--- src/rtl/coeff_pkg.sv ---
// Shared constants and FSM state encoding for the FIR coefficient loader.
// The defaults describe a 72-tap bank with 16-bit signed coefficients.
package coeff_pkg;

  localparam int N_COEFF = 72;
  localparam int ADDR_W  = 7;
  localparam int DATA_W  = 16;
  localparam int SUM_W   = 23;

  typedef enum logic [1:0] {
    IDLE   = 2'd0,
    LOAD   = 2'd1,
    MIRROR = 2'd2,
    DONE   = 2'd3
  } state_e;

endpackage

--- src/rtl/coeff_loader_if.sv ---
// Valid/ready coefficient stream feeding the loader.
// The producer uses the master modport and the loader uses the slave modport.
interface coeff_loader_if #(
  parameter int DATA_W = coeff_pkg::DATA_W
);

  logic                     s_valid;
  logic                     s_ready;
  logic signed [DATA_W-1:0] s_data;

  modport master (
    output s_valid,
    output s_data,
    input  s_ready
  );

  modport slave (
    input  s_valid,
    input  s_data,
    output s_ready
  );

endinterface

--- src/rtl/coeff_loader.sv ---
// Write-side sequencer for the FIR coefficient RAM: full or mirrored loads,
// running signed sum of written words and a one-cycle completion pulse.
module coeff_loader #(
  parameter int N_COEFF = coeff_pkg::N_COEFF,
  parameter int ADDR_W  = coeff_pkg::ADDR_W,
  parameter int DATA_W  = coeff_pkg::DATA_W,
  parameter int SUM_W   = DATA_W + ADDR_W
) (
  input  logic                     clk_r,
  input  logic                     rst,
  input  logic                     start,
  input  logic                     sym,
  input  logic                     abort,
  coeff_loader_if.slave            strm,
  output logic                     wr_en,
  output logic [ADDR_W-1:0]        addr_in,
  output logic signed [DATA_W-1:0] wr_data,
  output logic                     busy,
  output logic                     done,
  output logic signed [SUM_W-1:0]  coeff_sum
);

  import coeff_pkg::*;

  localparam logic [ADDR_W-1:0] LAST_IDX = ADDR_W'(N_COEFF - 1);
  localparam logic [ADDR_W-1:0] HALF_IDX = ADDR_W'(N_COEFF / 2 - 1);

  state_e                    state_r;
  logic                      sym_q_r;
  logic [ADDR_W-1:0]         idx_r;
  logic signed [SUM_W-1:0]   sum_r;
  logic                      wr_en_r;
  logic [ADDR_W-1:0]         addr_r;
  logic signed [DATA_W-1:0]  wr_data_r;
  logic                      busy_r;
  logic                      done_r;
  logic                      s_ready_r;
  logic                      xfer_s;

  function automatic logic signed [SUM_W-1:0] sext(input logic signed [DATA_W-1:0] d);
    return {{(SUM_W - DATA_W){d[DATA_W-1]}}, d};
  endfunction

  // s_ready_r is only high in LOAD, so this is the accepted-word strobe.
  assign xfer_s = strm.s_valid && s_ready_r;

  // Load sequencer: state, index, running sum and all registered outputs.
  always_ff @(posedge clk_r) begin
    if (rst) begin
      state_r   <= IDLE;
      sym_q_r   <= 1'b0;
      idx_r     <= {ADDR_W{1'b0}};
      sum_r     <= {SUM_W{1'b0}};
      wr_en_r   <= 1'b0;
      addr_r    <= {ADDR_W{1'b0}};
      wr_data_r <= {DATA_W{1'b0}};
      busy_r    <= 1'b0;
      done_r    <= 1'b0;
      s_ready_r <= 1'b0;
    end else begin
      case (state_r)
        IDLE: begin
          wr_en_r <= 1'b0;
          done_r  <= 1'b0;
          if (start) begin
            sym_q_r   <= sym;
            idx_r     <= {ADDR_W{1'b0}};
            sum_r     <= {SUM_W{1'b0}};
            state_r   <= LOAD;
            s_ready_r <= 1'b1;
            busy_r    <= 1'b1;
          end else begin
            s_ready_r <= 1'b0;
            busy_r    <= 1'b0;
          end
        end

        LOAD: begin
          done_r <= 1'b0;
          if (abort) begin
            // Abort wins over a word presented in the same cycle.
            state_r   <= IDLE;
            wr_en_r   <= 1'b0;
            s_ready_r <= 1'b0;
            busy_r    <= 1'b0;
          end else if (xfer_s) begin
            wr_en_r   <= 1'b1;
            addr_r    <= idx_r;
            wr_data_r <= strm.s_data;
            sum_r     <= sum_r + sext(strm.s_data);
            if (sym_q_r) begin
              state_r   <= MIRROR;
              s_ready_r <= 1'b0;
            end else begin
              idx_r <= idx_r + {{(ADDR_W-1){1'b0}}, 1'b1};
              if (idx_r == LAST_IDX) begin
                state_r   <= DONE;
                s_ready_r <= 1'b0;
                busy_r    <= 1'b0;
              end else begin
                state_r <= LOAD;
              end
            end
          end else begin
            wr_en_r <= 1'b0;
          end
        end

        MIRROR: begin
          done_r <= 1'b0;
          if (abort) begin
            state_r   <= IDLE;
            wr_en_r   <= 1'b0;
            s_ready_r <= 1'b0;
            busy_r    <= 1'b0;
          end else begin
            // Re-write the word just accepted at the mirrored address.
            wr_en_r <= 1'b1;
            addr_r  <= LAST_IDX - idx_r;
            sum_r   <= sum_r + sext(wr_data_r);
            idx_r   <= idx_r + {{(ADDR_W-1){1'b0}}, 1'b1};
            if (idx_r == HALF_IDX) begin
              state_r   <= DONE;
              s_ready_r <= 1'b0;
              busy_r    <= 1'b0;
            end else begin
              state_r   <= LOAD;
              s_ready_r <= 1'b1;
            end
          end
        end

        DONE: begin
          // The final write is visible during DONE; the pulse follows it.
          state_r   <= IDLE;
          wr_en_r   <= 1'b0;
          done_r    <= 1'b1;
          s_ready_r <= 1'b0;
          busy_r    <= 1'b0;
        end

        default: begin
          state_r   <= IDLE;
          wr_en_r   <= 1'b0;
          done_r    <= 1'b0;
          s_ready_r <= 1'b0;
          busy_r    <= 1'b0;
        end
      endcase
    end
  end

  assign strm.s_ready = s_ready_r;
  assign wr_en        = wr_en_r;
  assign addr_in      = addr_r;
  assign wr_data      = wr_data_r;
  assign busy         = busy_r;
  assign done         = done_r;
  assign coeff_sum    = sum_r;

endmodule
--- src/flat_wrapper.sv ---
// flat-port wrapper written by rule: the top's interface ports become plain ports
module coeff_loader_flat import coeff_pkg::*;
#(
  parameter int N_COEFF = coeff_pkg::N_COEFF,
  parameter int ADDR_W  = coeff_pkg::ADDR_W,
  parameter int DATA_W  = coeff_pkg::DATA_W,
  parameter int SUM_W   = DATA_W + ADDR_W
)
  (clk_r, rst, start, sym, abort, wr_en, addr_in, wr_data, busy, done, coeff_sum, strm_s_valid, strm_s_data, strm_s_ready);
  coeff_loader_if #(.DATA_W(DATA_W)) strm_i ();
  input  logic clk_r;
  input  logic rst;
  input  logic start;
  input  logic sym;
  input  logic abort;
  output logic wr_en;
  output logic [ADDR_W-1:0] addr_in;
  output logic signed [DATA_W-1:0] wr_data;
  output logic busy;
  output logic done;
  output logic signed [SUM_W-1:0] coeff_sum;
  input wire logic [$bits(strm_i.s_valid)-1:0] strm_s_valid;
  input wire logic [$bits(strm_i.s_data)-1:0] strm_s_data;
  output wire logic [$bits(strm_i.s_ready)-1:0] strm_s_ready;
  assign strm_i.s_valid = strm_s_valid;
  assign strm_i.s_data = strm_s_data;
  assign strm_s_ready = strm_i.s_ready;
  coeff_loader #(.N_COEFF(N_COEFF), .ADDR_W(ADDR_W), .DATA_W(DATA_W), .SUM_W(SUM_W)) u_core (.clk_r(clk_r), .rst(rst), .start(start), .sym(sym), .abort(abort), .strm(strm_i), .wr_en(wr_en), .addr_in(addr_in), .wr_data(wr_data), .busy(busy), .done(done), .coeff_sum(coeff_sum));
endmodule
--- config.mk ---
export PLATFORM = sky130hd
export DESIGN_NAME = coeff_loader_flat
export DESIGN_NICKNAME = d
export VERILOG_FILES = /design/src/rtl/coeff_pkg.sv /design/src/rtl/coeff_loader_if.sv /design/src/rtl/coeff_loader.sv /design/src/flat_wrapper.sv
export SDC_FILE = /design/constraint.sdc
export NUM_CORES = 1
export LEC_CHECK = 0
export CORE_MARGIN = 4
export CORE_UTILIZATION = 50
export CTS_CLUSTER_SIZE = 10
export DETAILED_ROUTE_END_ITERATION = 6
export GPL_TIMING_DRIVEN = 1
export PLACE_DENSITY = 0.77
export SETUP_SLACK_MARGIN = 0.4
export SYNTH_ARGS = -nofsm -noshare
export SYNTH_HDL_FRONTEND = slang
export SYNTH_SLANG_ARGS = --single-unit
export TNS_END_PERCENT = 30
--- constraint.sdc ---
create_clock -name clk_r -period 4.3 [get_ports clk_r]
set_input_delay 0.86 -clock clk_r [delete_from_list [all_inputs] [get_ports clk_r]]
set_output_delay 0.86 -clock clk_r [all_outputs]
set_load 0.01 [all_outputs]
==> results of run 1 <==
[power by group through the flow]
stage	registers [mW]	clock network, mW	logic (mW)
after CTS	0.603	0.540	0.362
after global routing	0.607	0.568	0.403
final	0.604	0.530	0.362
after global placement	0.615	0	0.354
after detailed placement	0.616	0	0.357
after floorplan	0.620	0	0.232
[synthesized netlist by cell type, types with 7 or more instances]
library cell  number
nor2b_1           11
a22o_1            13
inv_1             14
ha_1              33
o21ai_0           16
clkbuf_1          12
nand3_1            9
dfxtp_1           60
nor3_1             7
nor2_1            43
xnor2_1           22
mux2_2            15
a21oi_1           57
nand4_1            7
nand2_1           58
a22oi_1           10
[final cells by class]
type / count / area, sq um / share of cell area
multi-input combinational: 368 / 2436 / 0.5100
sequential: 60 / 1201 / 0.2514
timing repair buffer: 77 / 755.7 / 0.1582
clock buffer: 10 / 137.6 / 0.02881
tap: 99 / 123.9 / 0.02593
clock inverter: 6 / 70.07 / 0.01467
inverter: 14 / 52.55 / 0.01100
[metal layers]
metal / part of all wire / wire, microns
met1: 0.46 / 4525
met2: 0.47 / 4556
met3: 0.050 / 492
met4: 0.018 / 177
met5: 0 / 0
[cells by family after synthesis]
logic type / count (synthesis)
simple gates: 155
fa+ha+maj: 34
flops: 60
xor+xnor: 27
buf+inv: 33
compound gates: 133
mux: 19
[path summary, 6_finish.rpt]
check / from / end / slack [ns] / depth (start not counted)
worst max-delay path: u_core.state_r[0] / u_core.coeff_sum[17] / 0.58 / 13
worst min-delay path: u_core.wr_data[5] / u_core.wr_data[5] / 0.47 / 2
worst max register to register: u_core.state_r[0] / u_core.coeff_sum[17] / 0.58 / 13
worst min register to register: u_core.wr_data[5] / u_core.wr_data[5] / 0.47 / 2
[state kept, by name, indices dropped and copies added, names as in the netlist]
register / count
u_core.state_r: 2
u_core.wr_en: 1
u_core.wr_data: 16
u_core.busy: 1
u_core.strm.s_ready: 1
u_core.coeff_sum: 23
u_core.idx_r: 7
u_core.addr_in: 7
u_core.sym_q_r: 1
u_core.done: 1
[placed cells by master, fill, tap and decap left out, types with 6 or more instances in the layout]
cell type        synthesis  routed
nor2_1                  43      43
inv_1                   14      14
nand2_1                 58      58
clkdlybuf4s50_1          0      71
ha_1                    33      33
nor3_1                   7       7
dfxtp_1                 60      60
nor2b_1                 11      11
o21ai_0                 16      16
a22o_1                  13      13
a22oi_1                 10      10
clkbuf_8                 0      10
mux2_2                  15      15
nand3_1                  9       9
a21oi_1                 57      57
nand4_1                  7       7
xnor2_1                 22      22
buf_4                    0       6
[critical path, stage by stage (launching register included)]
cell and delay, ns:
dfxtp_1 0.36, inv_1 0.12, ha_1 0.49, buf_4 0.28
buf_4 0.21, mux2_2 0.36, ha_1 0.41, nand4_1 0.13
a211oi_1 0.20, a21oi_1 0.16, nor2b_1 0.39, a21oi_1 0.16
xnor2_1 0.15, a22o_1 0.20
[metrics by stage]
step	util	total power [mW]	cell area, sq um
floorplan	-	0.8522	3765
CTS	0.6551	1.505	4777
global placement	0.6266	0.9692	4569
finish	0.6551	1.496	4777
detailed placement	0.6266	0.9731	4569
global route	0.6551	1.578	4777
==> results by group, run 1 <==
Yosys
  – EDFF count, synth: 0
  – Adder-cell share of the synthesized area: 0.1150
  – Area leader, netlist: dfxtp_1
  – Mapped Area: 0.003765 sq mm
  – Post-synthesis xor/xnor area fraction: 0.06281
  – Seq/Total Area, Yosys: 0.3190
  – Top cell type's share of synthesized area: 0.3190
  – Largest family of logic cells by synthesized area: compound AO/OA/AOI/OAI gates
  – Cell variety after synth: 53
  – Compound-gate portion of the synthesized area: 0.2260
  – Mapped Cells: ~460
  – Fraction of registers with async set/reset: 0
  – Number of register bits inferred by synthesis: 60
  – Net Count, Synth: 517
  – Yosys warnings: 0
  – Mean post-synth cell area: 8.167 sq um
  – Multiplexer share of the synthesized area: 0.05550
  – Post-Synth Simple-Gate Area: 0.1878
  – Main synth FF type: dfxtp_1
  – Synth area leaders: dfxtp_1 (32%), ha_1 (11%), a21oi_1 (7.6%)

Pwr
  – Leakage: ~1.8 nW
  – Sw frac: 0.3097
  – Switch Pwr: 0.4631 mW
  – P_int: 1.032 mW
  – PwrDens: 313.1 mW/mm^2
  – Combinational share of power: 0.242
  – Part of the power in the clock network: 0.354
  – Peak supply drop: 0.1553 mV
  – Flop pwr share: 0.404

Run status
  – Outcome: complete, no violations

STA
  – Rel. slew slack: 0.4734
  – Final hold vios: 0
  – Max Freq: 0.2687 GHz
  – Hold Slack: roughly 0.47 ns
  – RSZ-0062 raised after global routing: false
  – Slew Viols, Final: 0
  – Final setup vio count: 0
  – Min Tclk post-route: 3.722 ns
  – Final setup margin: 0.5778 ns
  – Period utilization: 0.8656
  – Slew @ Worst Pin: a little under 0.8 ns
  – Worst Skew: 0.01043 ns
  – Final TNS setup: 0 ns

Critical path
  – Worst EP required: 4.53 ns
  – CP Max Fanout: 11
  – Worst setup EP type: register
  – Crit path DAT: 3.96 ns
  – Crit Path Category: reg2reg
  – Worst setup SP type: register

Detailed routing
  – DRT antenna net count: 0
  – Via Count: 3552
  – # DRC: 0
  – Initial DRT Pass Iterations: 5
  – First DRT Iteration DRCs: 218
  – Final Routed Wirelength: between 9000 and 10000 microns
  – DR WL/cell: roughly 15 microns
  – Vias per Instance: 5.603

Final layout
  – Filler cell count: roughly 640
  – Layout net count: 586
  – Number of diodes: 0
  – Share of layout cells above drive strength 1: 0.07664
  – P&R area growth vs syn: 26.89%
  – Cell Count, Final, Fillers Out: roughly 630

Hold path
  – Worst hold path type: reg2reg

Global routing
  – Largest net degree at the start of global routing: 28
  – M3 GR Usage: 0.03267
  – First-pass GRT wire length: 16260 microns
  – Global Route Usage Sum: 0.2271
  – Grt met1 use: 0.3043
  – Number of antenna violations at the first check in global routing: 0
  – Overflow after GRT: 0
  – Vias in the first global route: between 3000 and 4000
  – Busiest grt layer: met2
  – Global routing usage on met2: 0.3699

Die
  – Placement row count: 31
  – Core Region: 0.007292 sq mm
  – Initial core utilization: 0.5163
  – Boundary Pins: 72
  – Chip Width: ~95 microns
  – Vert. Die Dim: approximately 95 microns
  – Area of the die: between 0.008 and 0.009 sq mm

CTS
  – Clk_lat worst skew: 0.34 ns
  – Clock buffer count from CTS: 9
  – H-tree level count: 3
  – Hold Buf Count CTS: 0
  – Post-CTS Resized: 0
  – Clock-pin slew on the worst setup and hold paths: 0.07 ns
  – Post-CTS setup buffer count: 0
  – Num Clock Sinks: 60
  – CTS root buf: clkbuf_8
  – CTS tree: built
  – Largest buffer count on any clock path: 2

Placement
  – Final HPWL DP: between 7000 and 8000 microns
  – Placed cell count: 618
  – Worst slack, placed: slightly below 0.5 ns
  – Gpl congestion: slightly above 0.9
  – Port bufs: 71

Job
  – Max Cap Viol: 0
(Power assumes the default switching activity.)
==> run 2, diff against run 1 <==
--- a/config.mk
+++ b/config.mk
@@ -11,7 +11,6 @@
 export DETAILED_ROUTE_END_ITERATION = 6
 export GPL_TIMING_DRIVEN = 1
 export PLACE_DENSITY = 0.77
-export SETUP_SLACK_MARGIN = 0.4
 export SYNTH_ARGS = -nofsm -noshare
 export SYNTH_HDL_FRONTEND = slang
 export SYNTH_SLANG_ARGS = --single-unit
==> results of run 2 <==
No change in the layout: final DEF, timing and power equal those of run 1.
==> run 3, diff against run 2 <==
--- a/config.mk
+++ b/config.mk
@@ -5,6 +5,7 @@
 export SDC_FILE = /design/constraint.sdc
 export NUM_CORES = 1
 export LEC_CHECK = 0
+export CORE_ASPECT_RATIO = 0.7
 export CORE_MARGIN = 4
 export CORE_UTILIZATION = 50
 export CTS_CLUSTER_SIZE = 10
==> run 3 against run 2 <==
Compared with the run above: clock power rose by 8.3%; non-clock buffer count rose by 1; sequential cell count did not move; sequential power barely moved; worst hold slack got worse by 0.0029 ns; largest power group unchanged; total power rose by 3.8%; largest cell class unchanged; critical endpoint is now u_core.coeff_sum[20]; sequential share of layout area fell by 0.085 points.
==> results by group, run 3 (synthesis gave the netlist of run 1 again) <==
Run status
  – Outcome: complete, no violations

Critical path
  – Crit Path Category: reg2reg
  – Reg2reg start: u_core.state_r[0]
  – Most used cell, CP: ha_1
  – Worst setup SP type: register
  – R2r endpoint: u_core.coeff_sum[20]
  – CP Max Fanout: 12
  – Worst Setup EP: u_core.coeff_sum[20]
  – Worst EP required: approximately 4.5 ns
  – CP max stage cell: ha_1
  – Worst R2R Path Depth: 12
  – Crit path DAT: 3.96 ns
  – Critical path launch point: u_core.state_r[0]
  – Crit-path cells: inv_1 -> ha_1 -> buf_4 -> mux2_2 -> ha_1 -> a21oi_1 -> and2b_1 -> a311o_1 -> a32oi_1 -> o211ai_1 -> xor2_1 -> a22o_1
  – FF-to-FF setup slack: 0.58 ns
  – Crit-path max cell delay: 0.57 ns
  – Worst setup EP type: register

Global routing
  – Number of antenna violations at the first check in global routing: 0
  – Vias in the first global route: 3346
  – Largest net degree at the start of global routing: 37
  – First-pass GRT wire length: 16800 microns
  – Overflow after GRT: 0
  – Global Route Usage Sum: 0.2310

CTS
  – Clk_lat worst skew: 0.35 ns
  – Num Clock Sinks: 60
  – Post-CTS setup buffer count: 0
  – H-tree level count: 3
  – CTS tree: built
  – Post-CTS Resized: 0
  – Clock-pin slew on the worst setup and hold paths: 0.07 ns
  – Largest buffer count on any clock path: 2
  – CTS root buf: clkbuf_8
  – Hold Buf Count CTS: 0
  – Clock buffer count from CTS: 9

Pwr
  – Peak supply drop: 0.1919 mV
  – PwrDens: 323.7 mW/mm^2
  – P_int: ~1.1 mW
  – Sw frac: 0.2988
  – Leakage: 1.851 nW
  – Switch Pwr: 0.4637 mW
  – Flop pwr share: 0.390
  – Part of the power in the clock network: 0.370
  – Pwr Total: 1.552 mW
  – Combinational share of power: 0.240

Final layout
  – Number of diodes: 0
  – Leading cell type in the layout, fill and taps excluded: clkdlybuf4s50_1
  – Footprint of the multi-input gates: 0.002436 sq mm
  – Max FFs per register: 23
  – P&R area growth vs syn: 27.32%
  – Layout net count: ~600
  – Filler cell count: approximately 650
  – FF/Latch Area: 0.001201 sq mm
  – Commonest cells after routing, fill and taps aside: clkdlybuf4s50_1 (71), dfxtp_1 (60), nand2_1 (58)
  – Share of layout cells above drive strength 1: 0.07463

Detailed routing
  – Vias per Instance: 5.801
  – DR WL/cell: 16.33 microns
  – Via Count: 3678
  – Final Routed Wirelength: 10350 microns
  – First DRT Iteration DRCs: 247
  – DRT antenna net count: 0
  – # DRC: 0
  – Initial DRT Pass Iterations: 5

Die
  – Vert. Die Dim: 80.60 microns
  – Chip Width: 111.7 microns
  – Area of the die: ~0.009 sq mm
  – Core Region: ~0.0073 sq mm
  – Placement row count: 26
  – Initial core utilization: 0.5144
  – Boundary Pins: 72

Job
  – Max Cap Viol: 0

STA
  – Rel. slew slack: 0.5105
  – Max Freq: 0.2688 GHz
  – RSZ-0062 raised after global routing: false
  – Min Tclk post-route: 3.721 ns
  – Worst Skew: a little under 0.008 ns
  – Slew Viols, Final: 0
  – Slew @ Worst Pin: 0.7321 ns
  – Period utilization: 0.8653
  – Final setup vio count: 0
  – Final TNS setup: 0 ns
  – Final hold vios: 0

Hold path
  – Worst hold path type: reg2reg

Placement
  – Port bufs: 71
  – Final HPWL DP: between 7000 and 8000 microns
  – Gpl congestion: 0.9247
==> run 3: changes by cell type in the layout (fill, tap and decap cells not counted), sizes merged <==
cell      previous run  this run
inv                 16        14
clkinv               3         1
buf                  6         7
bufinv               1         2
clkinvlp             0         1
clkbuf              10        12
==> run 3: layer usage <==
layer / vias up / global-route usage / wire length [microns]
met4: 0 / 0.06318 / 141
met2: 163 / 0.3481 / 4334
met3: 17 / 0.06024 / 743
li1: 1790 / - / -
met5: - / 0 / 0
met1: 1708 / 0.3250 / 5134
==> run 3: metrics by stage <==
step / std cells / hold slack, ns / instance area [sq um] / util / setup WS, ns
5_1_grt: 634 / 0.4969 / 4793 / 0.6549 / 0.3281
3_5_place_dp: 618 / 0.4604 / 4576 / 0.6251 / 0.5405
4_1_cts: 634 / 0.4702 / 4793 / 0.6549 / 0.5590
6_report: 634 / 0.4695 / 4793 / 0.6549 / 0.5792
2_1_floorplan: 461 / 0.4604 / 3765 / - / 0.7496
3_3_place_gp: 618 / 0.4465 / 4576 / 0.6251 / 0.6297
==> run 3: worst min-delay path by stage <==
stage | endpoint | slack, ns | cells past startpoint | from
2_1_floorplan | u_core.sym_q_r | 0.46 | 2 | u_core.sym_q_r
3_3_place_gp | u_core.addr_in[3] | 0.45 | 2 | u_core.addr_in[3]
3_5_place_dp | u_core.addr_in[3] | 0.46 | 2 | u_core.addr_in[3]
4_1_cts | u_core.addr_in[3] | 0.47 | 2 | u_core.addr_in[3]
5_1_grt | u_core.wr_data[14] | 0.50 | 2 | u_core.wr_data[14]
6_report | u_core.addr_in[3] | 0.47 | 2 | u_core.addr_in[3]
==> run 3: critical path: cells and delay by family (launching register included) <==
family | cells | cell delay (ns)
and+or+nand+nor | 1 | 0.19
xor gates and xnor gates | 1 | 0.17
buffers and inverters | 2 | 0.40
AOI/OAI and AO/OA | 5 | 1.23
DFF | 1 | 0.36
muxes | 1 | 0.37
adders and majority gates | 2 | 0.92
==> run 3: cell type report <==
class                   count  share of cell area
multi-input cells         368              0.5082
well taps                  98             0.02558
flip-flops and latches     60              0.2506
clock inverters             4             0.01514
inverters                  14             0.01096
clock buffers              12             0.03028
repair buffers             78              0.1592
==> run 3: power groups by stage <==
stage	logic [mW]	registers, mW	clock network, mW
2_1_floorplan	0.232	0.620	0
3_3_place_gp	0.358	0.615	0
3_5_place_dp	0.364	0.617	0
4_1_cts	0.368	0.604	0.581
5_1_grt	0.407	0.607	0.606
6_report	0.373	0.605	0.574
